## config.mk

```make
export PLATFORM = sky130hd
export DESIGN_NAME = encrypt_decrypt_pipe_flat
export DESIGN_NICKNAME = d
export VERILOG_FILES = /design/src/rtl/encrypt_decrypt_if.sv /design/src/rtl/encrypt_decrypt_pipe.sv /design/src/flat_wrapper.sv
export SDC_FILE = /design/constraint.sdc
export NUM_CORES = 1
export LEC_CHECK = 0
export CELL_PAD_IN_SITES_DETAIL_PLACEMENT = 1
export CELL_PAD_IN_SITES_GLOBAL_PLACEMENT = 2
export CORE_AREA = 10 10 100 124
export DETAILED_ROUTE_END_ITERATION = 8
export DIE_AREA = 0 0 110 134
export HOLD_SLACK_MARGIN = 0.15
export PLACE_DENSITY_LB_ADDON = 0.1
export SETUP_SLACK_MARGIN = 0.5
export SKIP_LAST_GASP = 1
export SLEW_MARGIN = 10
export SYNTH_ARGS = -nofsm -noshare
export SYNTH_HDL_FRONTEND = slang
export SYNTH_SLANG_ARGS = --single-unit
```

## constraint.sdc

```tcl
create_clock -name clk -period 6.31 [get_ports clk]
set_input_delay 0.9465 -clock clk [delete_from_list [all_inputs] [get_ports clk]]
set_output_delay 0.9465 -clock clk [all_outputs]
set_load 0.005 [all_outputs]
```

## src/rtl/encrypt_decrypt_if.sv

```systemverilog
// Valid/ready data handshake plus key-load handshake bundle for encrypt_decrypt_pipe.
interface encrypt_decrypt_if #(
  parameter int DATA_W = 8
) ();
  logic              in_valid;
  logic              in_ready;
  logic              in_mode;
  logic [DATA_W-1:0] in_data;
  logic              out_valid;
  logic              out_ready;
  logic              out_mode;
  logic [DATA_W-1:0] out_data;
  logic              key_load;
  logic [DATA_W-1:0] key_in;
  logic              key_ack;

  modport master (
    output in_valid, in_mode, in_data, out_ready, key_load, key_in,
    input  in_ready, out_valid, out_mode, out_data, key_ack
  );

  modport slave (
    input  in_valid, in_mode, in_data, out_ready, key_load, key_in,
    output in_ready, out_valid, out_mode, out_data, key_ack
  );
endinterface

```

## src/rtl/encrypt_decrypt_pipe.sv

```systemverilog
// Fully pipelined add-rotate keyed cipher: one round per stage, mode carried per word,
// valid/ready backpressure and a key reload that waits for the pipeline to drain.
module encrypt_decrypt_pipe #(
  parameter int                DATA_W  = 8,
  parameter int                ROUNDS  = 3,
  parameter int                ROT     = 3,
  parameter logic [DATA_W-1:0] KEY_RST = DATA_W'(8'hA5)
) (
  input  logic                         clk,
  input  logic                         rst,
  encrypt_decrypt_if.slave             bus,
  output logic [$clog2(ROUNDS+1)-1:0]  occupancy
);
  localparam int OCC_W = $clog2(ROUNDS + 1);

  function automatic logic [DATA_W-1:0] rotl(input logic [DATA_W-1:0] x, input int n);
    rotl = (x << n) | (x >> (DATA_W - n));
  endfunction

  function automatic logic [DATA_W-1:0] rotr(input logic [DATA_W-1:0] x, input int n);
    rotr = (x >> n) | (x << (DATA_W - n));
  endfunction

  function automatic logic [DATA_W-1:0] round_key(input logic [DATA_W-1:0] key, input int r);
    round_key = rotl(key, r % DATA_W);
  endfunction

  logic [ROUNDS-1:0]             valid_r;
  logic [ROUNDS-1:0]             mode_r;
  logic [ROUNDS-1:0][DATA_W-1:0] data_r;
  logic [DATA_W-1:0]             key_r;
  logic                          key_ack_r;

  logic [ROUNDS-1:0]             valid_in_s;
  logic [ROUNDS-1:0]             mode_in_s;
  logic [ROUNDS-1:0][DATA_W-1:0] stage_in_s;
  logic [ROUNDS-1:0][DATA_W-1:0] stage_out_s;
  logic [OCC_W-1:0]              occ_s;
  logic                          stall_s;
  logic                          accept_s;

  assign stall_s       = valid_r[ROUNDS-1] & ~bus.out_ready;
  assign bus.in_ready  = ~stall_s & ~bus.key_load & ~rst;
  assign accept_s      = bus.in_valid & bus.in_ready;
  assign bus.out_valid = valid_r[ROUNDS-1];
  assign bus.out_mode  = mode_r[ROUNDS-1];
  assign bus.out_data  = data_r[ROUNDS-1];
  assign bus.key_ack   = key_ack_r;
  assign occupancy     = occ_s;

  // Population count of the stage valid bits.
  always_comb begin
    occ_s = '0;
    for (int s = 0; s < ROUNDS; s++) begin
      occ_s = occ_s + OCC_W'(valid_r[s]);
    end
  end

  // Stage inputs: the accepted word (or a bubble) enters stage 0, later stages take their predecessor.
  always_comb begin
    valid_in_s    = '0;
    mode_in_s     = '0;
    stage_in_s    = '0;
    valid_in_s[0] = accept_s;
    mode_in_s[0]  = bus.in_mode;
    stage_in_s[0] = bus.in_data;
    for (int s = 1; s < ROUNDS; s++) begin
      valid_in_s[s] = valid_r[s-1];
      mode_in_s[s]  = mode_r[s-1];
      stage_in_s[s] = data_r[s-1];
    end
  end

  // One cipher round per stage; decrypt walks the round keys in reverse order.
  always_comb begin
    stage_out_s = '0;
    for (int s = 0; s < ROUNDS; s++) begin
      if (mode_in_s[s]) begin
        stage_out_s[s] = rotr(stage_in_s[s], ROT) - round_key(key_r, ROUNDS - 1 - s);
      end else begin
        stage_out_s[s] = rotl(stage_in_s[s] + round_key(key_r, s), ROT);
      end
    end
  end

  // Pipeline registers: shift together unless the output is stalled.
  always_ff @(posedge clk) begin
    if (rst) begin
      valid_r <= '0;
      mode_r  <= '0;
      data_r  <= '0;
    end else if (!stall_s) begin
      valid_r <= valid_in_s;
      mode_r  <= mode_in_s;
      data_r  <= stage_out_s;
    end else begin
      valid_r <= valid_r;
      mode_r  <= mode_r;
      data_r  <= data_r;
    end
  end

  // Key register: only replaced once no word is left in flight.
  always_ff @(posedge clk) begin
    if (rst) begin
      key_r     <= KEY_RST;
      key_ack_r <= 1'b0;
    end else if (bus.key_load && (occ_s == '0)) begin
      key_r     <= bus.key_in;
      key_ack_r <= 1'b1;
    end else begin
      key_r     <= key_r;
      key_ack_r <= 1'b0;
    end
  end
endmodule

```

## src/flat_wrapper.sv

```systemverilog
// flat-port wrapper written by rule: the top's interface ports become plain ports
module encrypt_decrypt_pipe_flat 
#(
  parameter int                DATA_W  = 8,
  parameter int                ROUNDS  = 3,
  parameter int                ROT     = 3,
  parameter logic [DATA_W-1:0] KEY_RST = DATA_W'(8'hA5)
)
  (clk, rst, occupancy, bus_in_valid, bus_in_mode, bus_in_data, bus_out_ready, bus_key_load, bus_key_in, bus_in_ready, bus_out_valid, bus_out_mode, bus_out_data, bus_key_ack);
  encrypt_decrypt_if #(.DATA_W(DATA_W)) bus_i ();
  input  logic clk;
  input  logic rst;
  output logic [$clog2(ROUNDS+1)-1:0] occupancy;
  input wire logic [$bits(bus_i.in_valid)-1:0] bus_in_valid;
  input wire logic [$bits(bus_i.in_mode)-1:0] bus_in_mode;
  input wire logic [$bits(bus_i.in_data)-1:0] bus_in_data;
  input wire logic [$bits(bus_i.out_ready)-1:0] bus_out_ready;
  input wire logic [$bits(bus_i.key_load)-1:0] bus_key_load;
  input wire logic [$bits(bus_i.key_in)-1:0] bus_key_in;
  output wire logic [$bits(bus_i.in_ready)-1:0] bus_in_ready;
  output wire logic [$bits(bus_i.out_valid)-1:0] bus_out_valid;
  output wire logic [$bits(bus_i.out_mode)-1:0] bus_out_mode;
  output wire logic [$bits(bus_i.out_data)-1:0] bus_out_data;
  output wire logic [$bits(bus_i.key_ack)-1:0] bus_key_ack;
  assign bus_i.in_valid = bus_in_valid;
  assign bus_i.in_mode = bus_in_mode;
  assign bus_i.in_data = bus_in_data;
  assign bus_i.out_ready = bus_out_ready;
  assign bus_i.key_load = bus_key_load;
  assign bus_i.key_in = bus_key_in;
  assign bus_in_ready = bus_i.in_ready;
  assign bus_out_valid = bus_i.out_valid;
  assign bus_out_mode = bus_i.out_mode;
  assign bus_out_data = bus_i.out_data;
  assign bus_key_ack = bus_i.key_ack;
  encrypt_decrypt_pipe #(.DATA_W(DATA_W), .ROUNDS(ROUNDS), .ROT(ROT), .KEY_RST(KEY_RST)) u_core (.clk(clk), .rst(rst), .bus(bus_i), .occupancy(occupancy));
endmodule
```

# After elaboration in Yosys (flattened, before gate mapping)
# Index checks and enable logic that the tools add are counted.
[classes]
bitwise_logic = 16
div_mod_pow = 0
n_lt_le_gt_ge = 0
mux = 4
mul = 0
eq_ne = 0
n_reduce_logical = 2
shift = 0
n_addsub = 8
[ops]
columns = ["operator", "count"]
rows = [
  ["adder 8 bit", 3],
  ["two-way mux 8 bit", 3],
  ["OR 5 x 8 -> 8 bit", 3],
  ["OR 8 x 3 -> 8 bit", 3],
  ["subtractor 8 bit", 3],
  ["OR 8 x 1 -> 8 bit", 1],
  ["OR 8 x 2 -> 8 bit", 1],
  ["bitwise AND 1 bit", 4],
  ["inverter 1 bit", 4],
  ["adder 1 x 1 -> 2 bit", 1],
  ["adder 2 x 1 -> 2 bit", 1],
  ["zero test 2 bit", 1],
  ["logical AND 1 bit", 1],
  ["two-way mux 1 bit", 1],
]
[word_totals]
romBits = 0
mem_count = 0
output_inout_bits = 14
latchBits = 0
mem_bits_rw = 0
in_bits = 22
word_cells = 37
register_bits = 39

# Depth between registers and ports, before layout
# Gate-level depths: netlist of run 1.
[depth]
depth_word = 6
ltp_mapped = 9
ltp_nobuf = 9

# Worst setup path before layout of run 1
# Ideal clock, no wire load.
[synth_timing]
path_kind = "input to output"
startpoint = "input port bus_out_ready"
endpoint = "output port bus_in_ready"
required_ns = 5.364
cell_stages = 4
path_slack_ns = 3.642
t_arrival_ns = 1.721
path_buffers = 2
path_cell_list = "nor2b_1 buf_2 buf_1 nor3_1"
[synth_via]
elab_chain_cells = 5
[synth_lines]
columns = ["item", "line", "rtl"]
rows = [
  ["start: declaration", "flat_wrapper.sv:17", "input wire logic [$bits(bus_i.out_ready)-1:0] bus_out_ready;"],
  ["inverter 1 bit", "encrypt_decrypt_pipe.sv:42", "assign stall_s = valid_r[ROUNDS-1] & ~bus.out_ready;"],
  ["bitwise AND 1 bit", "encrypt_decrypt_pipe.sv:42", ""],
  ["inverter 1 bit", "encrypt_decrypt_pipe.sv:43", "assign bus.in_ready = ~stall_s & ~bus.key_load & ~rst;"],
  ["bitwise AND 1 bit (2 in series)", "encrypt_decrypt_pipe.sv:43", ""],
  ["end: declaration", "flat_wrapper.sv:20", "output wire logic [$bits(bus_i.in_ready)-1:0] bus_in_ready;"],
]
# Every way passes these cells.

# Worst setup path in the final report of run 1
# Ends and elaborated chain as after synthesis.

==> results by group, run 1 <==
Yosys
  • Asr flop ratio synth: 0%
  • Syn avg cell area: 7.80 µm²
  • Post-synth EDFFs: 0
  • Mapped Nets: 530
  • Ys flop type: dfxtp_1
  • Top cells by count, synth: nor2_1 (63), a21oi_1 (43), ha_1 (42), dfxtp_1 (39), o21ai_0 (30)
  • Most frequent cell after synthesis: nor2_1
  • #FFs+latches synth: 39
  • Number of library cell types mapped by synthesis: 54
  • Post-Syn Instances: 459
  • Top cells by area, synth: dfxtp_1 (22%), ha_1 (15%), nor2_1 (6.6%)
  • Cell taking the most area after synthesis: dfxtp_1
  • Share of the synthesized area in the top cell type: 21.8%
  • Cell area after synthesis: 0.00358 mm²
  • Synthesis Warnings: 0
  • Register area share after synthesis: 21.8%

Die
  • Initial core utilization: 35.8%
  • Core Region: 0.0100 mm²
  • # rows: 41
  • Die width: 110 µm
  • Die Ht: 134 µm
  • Die footprint: 0.0147 mm²
  • # IOs: 36

Cells and area
  • Post-route non-filler standard cell count: 610
  • Layout cell share with drive strength beyond 1: 4.37%
  • Synthesis-to-finish area growth: 15.6%
  • Design area: 0.00414 mm²
  • Fin nets: 551
  • Register area: 781 µm²
  • Multi-input logic area: 0.00260 mm²
  • Fillers: 1246
  • Ant diodes: 0

STA
  • Unrepaired setup endpoints after global routing: false
  • Final period utilization: 53.7%
  • Final Critical Period: 3390 ps
  • Setup TNS: 0 ps
  • Pins Over Slew Limit: 0
  • Max Clock Skew: 3.95 ps
  • Final setup viols: 0
  • Endpoints failing hold: 0
  • Fmax: 0.295 GHz
  • Slew @ Worst Pin: 947 ps
  • Max-slew headroom: 36.6%

Clock tree
  • Post-CTS Setup Inserts: 0
  • TritonCTS Sinks: 39
  • Clock Tree Root: clkbuf_16
  • CTS max path bufs: 2
  • Num CTS Buffers: 5
  • H-tree level count: 2
  • Clock Pin Slew Worst Setup and Hold Paths: 60 ps
  • Clock Latency Late Sink: 290 ps
  • Hold Buf Count CTS: 0
  • TritonCTS clock tree: yes
  • PostCTS Resize Cnt: 0

Worst setup path
  • WS Path Type: input pin to primary output
  • Required @ worst endpoint: 5360 ps
  • Startpoint Class: input pin
  • CP top delay family: buffers and inverters
  • Critical Path Fanout Max: 32
  • Max incr delay on CP: 540 ps
  • Setup crit end kind: primary output
  • WP buf/inv: 3
  • Cells along the critical path: clkdlybuf4s50_1 -> nor2b_2 -> buf_4 -> nor3_1 -> clkdlybuf4s50_1
  • Most frequent CP cell: clkdlybuf4s50_1
  • CP arrival: 2440 ps
  • Slowest CP cell: clkdlybuf4s50_1

Power and ir drop
  • Tot Pwr: 1060 µW
  • Leak: 0.00173 µW
  • Worst IR Drop VDD: 89.3 µV
  • Pwr per Cell Area: 255 mW/mm²

Global routing
  • Largest net degree at the start of global routing: 43
  • Initial antenna violation count: 0
  • GRT Util Overall: 16.6%
  • Number of global-route vias before repair: 3603
  • First-pass GRT wire length: 19.3 mm
  • Total gr overflow: 0

Route
  • DRC: 0
  • DR vias/cell: 5.73
  • Iter 0 DRT Violations: 112
  • Post-route ant nets: 0
  • Max layer used: met4
  • Wire per inst: 19.7 µm
  • Routed wire length: 12.0 mm
  • Wl on met1: 5.22 mm
  • Routed wl met2: 6.09 mm
  • Drt first pass iters: 4
  • Routed wl met3: 346 µm
  • Vias: 3496

Run
  • # Max-Cap Violations: 0

Placed design
  • PortBufs: 35
  • Placed instance area: 0.00400 mm²
  • Placed cell count: 602
  • GP Congestion: 0.830
  • Hpwl dp: 9.40 mm

Hold path
  • Type of the worst min-delay path: flop to flop

Outcome
  • Status: completed
[sequential cells by signal (all words and copies together) (netlist names)]
name,cells
u_core.data_r,16
u_core.bus.out_data,8
u_core.key_r,8
u_core.mode_r,3
u_core.valid_r,3
u_core.bus.key_ack,1
[layout make-up]
type / instances / area share, %
flip-flops and latches: 39 / 18.9
inverters: 21 / 1.90
clock inverters: 3 / 0.483
well taps: 129 / 3.90
multi-input cells: 375 / 62.8
repair buffers: 38 / 9.00
clock buffers: 5 / 3.02
[cell usage in the layout, fill, tap and decap left out, types with 3 or more instances in the layout]
master and count:
a311oi_1 4, nand3_1 6, clkdlybuf4s50_1 35, ha_1 42
nor4_1 4, a211o_1 9, o21bai_1 7, nor2_1 63
o211ai_1 6, a31oi_1 6, nand2_1 25, o21ai_0 30
a21oi_1 43, xnor2_1 3, nand2b_1 7, xor2_1 11
dfxtp_1 39, buf_4 3, a21o_1 9, nor3b_1 3
nor3_1 17, inv_1 21, clkbuf_16 5, a211oi_1 21
fa_1 7, o31ai_1 3, a221oi_1 3, nor2b_1 5
mux2i_1 3
[report_power, final]
group          internal (µW)  leakage [µW]  switching, µW
sequential               283      0.000324           45.1
clock                    146     0.0000658            108
combinational            220       0.00134            254
total                    648       0.00173            408
[worst paths after layout]
check,end,cells after the start,slack (ps),startpoint
max,bus_in_ready,5,2920,bus_out_ready
min,u_core.mode_r[2],2,470,u_core.mode_r[2]
max reg2reg,u_core.bus.out_data[6],7,3780,u_core.key_r[1]
min reg2reg,u_core.mode_r[2],2,470,u_core.mode_r[2]
[kinds of logic (layout without fill, tap and decap cells)]
family	count (synthesis)	count (layout)	synth area share [%]
buffers and inverters	45	67	5.62
AND/OR/NAND/NOR	149	149	20.1
flip-flops	39	39	21.8
multiplexers	4	4	1.15
XOR/XNOR	14	14	3.42
adder cells (fa/ha/maj)	49	49	18.6
AO/OA/AOI/OAI	159	159	29.3
[worst register-to-register path: cells and delay by family (launching register included)]
kind / cells / cell delay [ps]
xor gates and xnor gates: 1 / 90
DFF: 1 / 550
buffers and inverters: 1 / 280
adders and majority gates: 1 / 530
AOI/OAI and AO/OA: 4 / 960
[stage by stage]
| stage | hold slack, ps | setup slack (ps) | utilization (%) |
|---|---|---|---|
| floorplan | 453 | 3640 | - |
| global placement | 462 | 2960 | 40.0 |
| detailed placement | 469 | 2890 | 40.0 |
| CTS | 478 | 2890 | 41.4 |
| global route | 506 | 2840 | 41.4 |
| finish | 472 | 2920 | 41.4 |
[metal layers]
layer | vias to the layer above | track usage, %
met5 | - | 0
met4 | 0 | 7.17
met3 | 20 | 2.01
met2 | 54 | 29.2
met1 | 1693 | 19.4
li1 | 1729 | -
No activity file was read; power rests on OpenSTA's default activity.
==> inputs of run 2 (changes only) <==
- CORE_AREA: 10 10 100 124 -> 10 10 103 128
- DIE_AREA: 0 0 110 134 -> 0 0 113 138
- clock period: 6.31 -> 3.3 ns (I/O delays scaled with it)
==> run 2 against run 1 <==
First-iteration DRC count increased by 23%. Critical path depth rose by 2. Clock skew up 3.0 ps. Non-clock buffer count grew 3. Critical endpoint is now u_core.data_r[9]. Largest cell class unchanged.
==> results by group, run 2 (synthesized netlist as in run 1, its figures left out) <==
Worst setup path
  • CP Launch Point: u_core.key_r[7]
  • Required @ worst endpoint: 3500 ps
  • WS Path Type: flop to flop
  • Startpoint Class: flop
  • Reg2reg start: u_core.key_r[7]
  • Worst flop-to-flop path endpoint: u_core.data_r[9]
  • Setup crit end kind: flop
  • Critical Path Fanout Max: 7
  • Reg2Reg Setup Slack: 780 ps
  • R2r worst-path depth: 7
  • CP arrival: 2720 ps

Placed design
  • Placed instance area: 0.00403 mm²
  • PortBufs: 35
  • Hpwl dp: 9.73 mm
  • GP Congestion: 0.869

Clock tree
  • Clock Tree Root: clkbuf_16
  • H-tree level count: 2
  • Hold Buf Count CTS: 0
  • TritonCTS Sinks: 39
  • TritonCTS clock tree: yes
  • Clock Latency Late Sink: 290 ps
  • Num CTS Buffers: 5
  • PostCTS Resize Cnt: 0
  • Clock Pin Slew Worst Setup and Hold Paths: 60 ps
  • CTS max path bufs: 2
  • Post-CTS Setup Inserts: 0

Cells and area
  • Ant diodes: 0
  • Synthesis-to-finish area growth: 16.3%
  • Fin nets: 554
  • Layout cell share with drive strength beyond 1: 4.75%
  • Fillers: 1334
  • Most common cell after layout, fill and taps aside: nor2_1
  • Most flops, register: u_core.data_r
  • Design area: 0.00417 mm²
  • Max FFs per register: 16
  • Most frequent cells in the layout: nor2_1 (63), a21oi_1 (43), ha_1 (42)

Hold path
  • Hold path cells: 2
  • Type of the worst min-delay path: flop to flop
  • Hold path endpoint: u_core.mode_r[2]
  • HP Start: u_core.mode_r[2]

Outcome
  • Status: completed

Die
  • # rows: 43
  • Core Region: 0.0108 mm²
  • Die Ht: 138 µm
  • Die width: 113 µm
  • Die footprint: 0.0156 mm²
  • Initial core utilization: 33.1%
  • # IOs: 36

Global routing
  • Largest net degree at the start of global routing: 42
  • Total gr overflow: 0
  • Number of global-route vias before repair: 3688
  • Initial antenna violation count: 0
  • First-pass GRT wire length: 20.6 mm
  • GRT Util Overall: 16.2%

Route
  • DR vias/cell: 5.68
  • DRC: 0
  • Wire per inst: 20.2 µm
  • Post-route ant nets: 0
  • Drt first pass iters: 4
  • Routed wire length: 12.5 mm
  • Iter 0 DRT Violations: 138
  • Vias: 3517

STA
  • Setup TNS: 0 ps
  • Endpoints failing hold: 0
  • Pins Over Slew Limit: 0
  • Final setup viols: 0
  • Max-slew headroom: 56.8%
  • Final Critical Period: 2520 ps
  • Unrepaired setup endpoints after global routing: false
  • Max Clock Skew: 6.91 ps
  • Slew @ Worst Pin: 647 ps
  • Fmax: 0.397 GHz
  • Final period utilization: 76.3%

Run
  • # Max-Cap Violations: 0

Power and ir drop
  • Worst IR Drop VDD: 193 µV
  • Leak: 0.00175 µW
  • Switching Fraction: 38.7%
  • Switching power: 787 µW
  • Combinational group share of total power: 45.0%
  • Pwr per Cell Area: 487 mW/mm²
  • Clk pwr share: 24.2%
  • Internal power: 1240 µW
  • Sequential share of power: 30.8%
-- run 2: final cells by class --
| cell class | instances | area, µm² | share of cell area [%] |
|---|---|---|---|
| Sequential cell | 39 | 781 | 18.7 |
| Multi-Input combinational cell | 375 | 2600 | 62.4 |
| Tap cell | 135 | 169 | 4.05 |
| Inverter | 21 | 78.8 | 1.89 |
| Clock buffer | 6 | 129 | 3.09 |
| Timing Repair Buffer | 41 | 395 | 9.49 |
| Clock inverter | 2 | 12.5 | 0.300 |
-- run 2: metal layers --
layer  up-vias  track usage [%]  wire length [µm]
met3        16             1.99               182
met4         0             6.16               295
met1      1736             19.2              5370
met5         -                0                 0
li1       1733                -                 -
met2        32             28.8              6650
-- run 2: power by group through the flow --
stage	clock network (µW)	registers, µW	logic, µW
3_3_place_gp	0	637	896
6_report	491	625	914
2_1_floorplan	0	597	675
5_1_grt	532	635	1040
3_5_place_dp	0	638	916
4_1_cts	506	627	924
-- run 2: worst max-delay path by stage --
stage | endpoint | slack (ps) | depth (start not counted)
2_1_floorplan | u_core.data_r[9] | 1090 | 7
3_3_place_gp | u_core.data_r[6] | 660 | 10
3_5_place_dp | u_core.data_r[6] | 610 | 10
4_1_cts | u_core.data_r[9] | 770 | 7
5_1_grt | u_core.bus.out_data[6] | 570 | 8
6_report | u_core.data_r[9] | 780 | 7
-- run 2: stage by stage --
step                      hold WS (ps)  utilization, %  total power (µW)  worst slack (ps)  instances
after floorplan                    453               -              1270              1090        459
after global placement             466            37.2              1530               661        611
after detailed placement           475            37.2              1550               613        611
after CTS                          484            38.5              2060               772        619
after global routing               515            38.5              2200               565        619
final                              474            38.5              2030               782        619
-- run 2: worst max-delay path, cell delays in order (launching register included) --
cell      delay (ps)
dfxtp_1          470
ha_1             320
fa_1             440
a211oi_2         240
nor2_1           110
or4b_1           490
a21o_1           170
a311oi_1         190
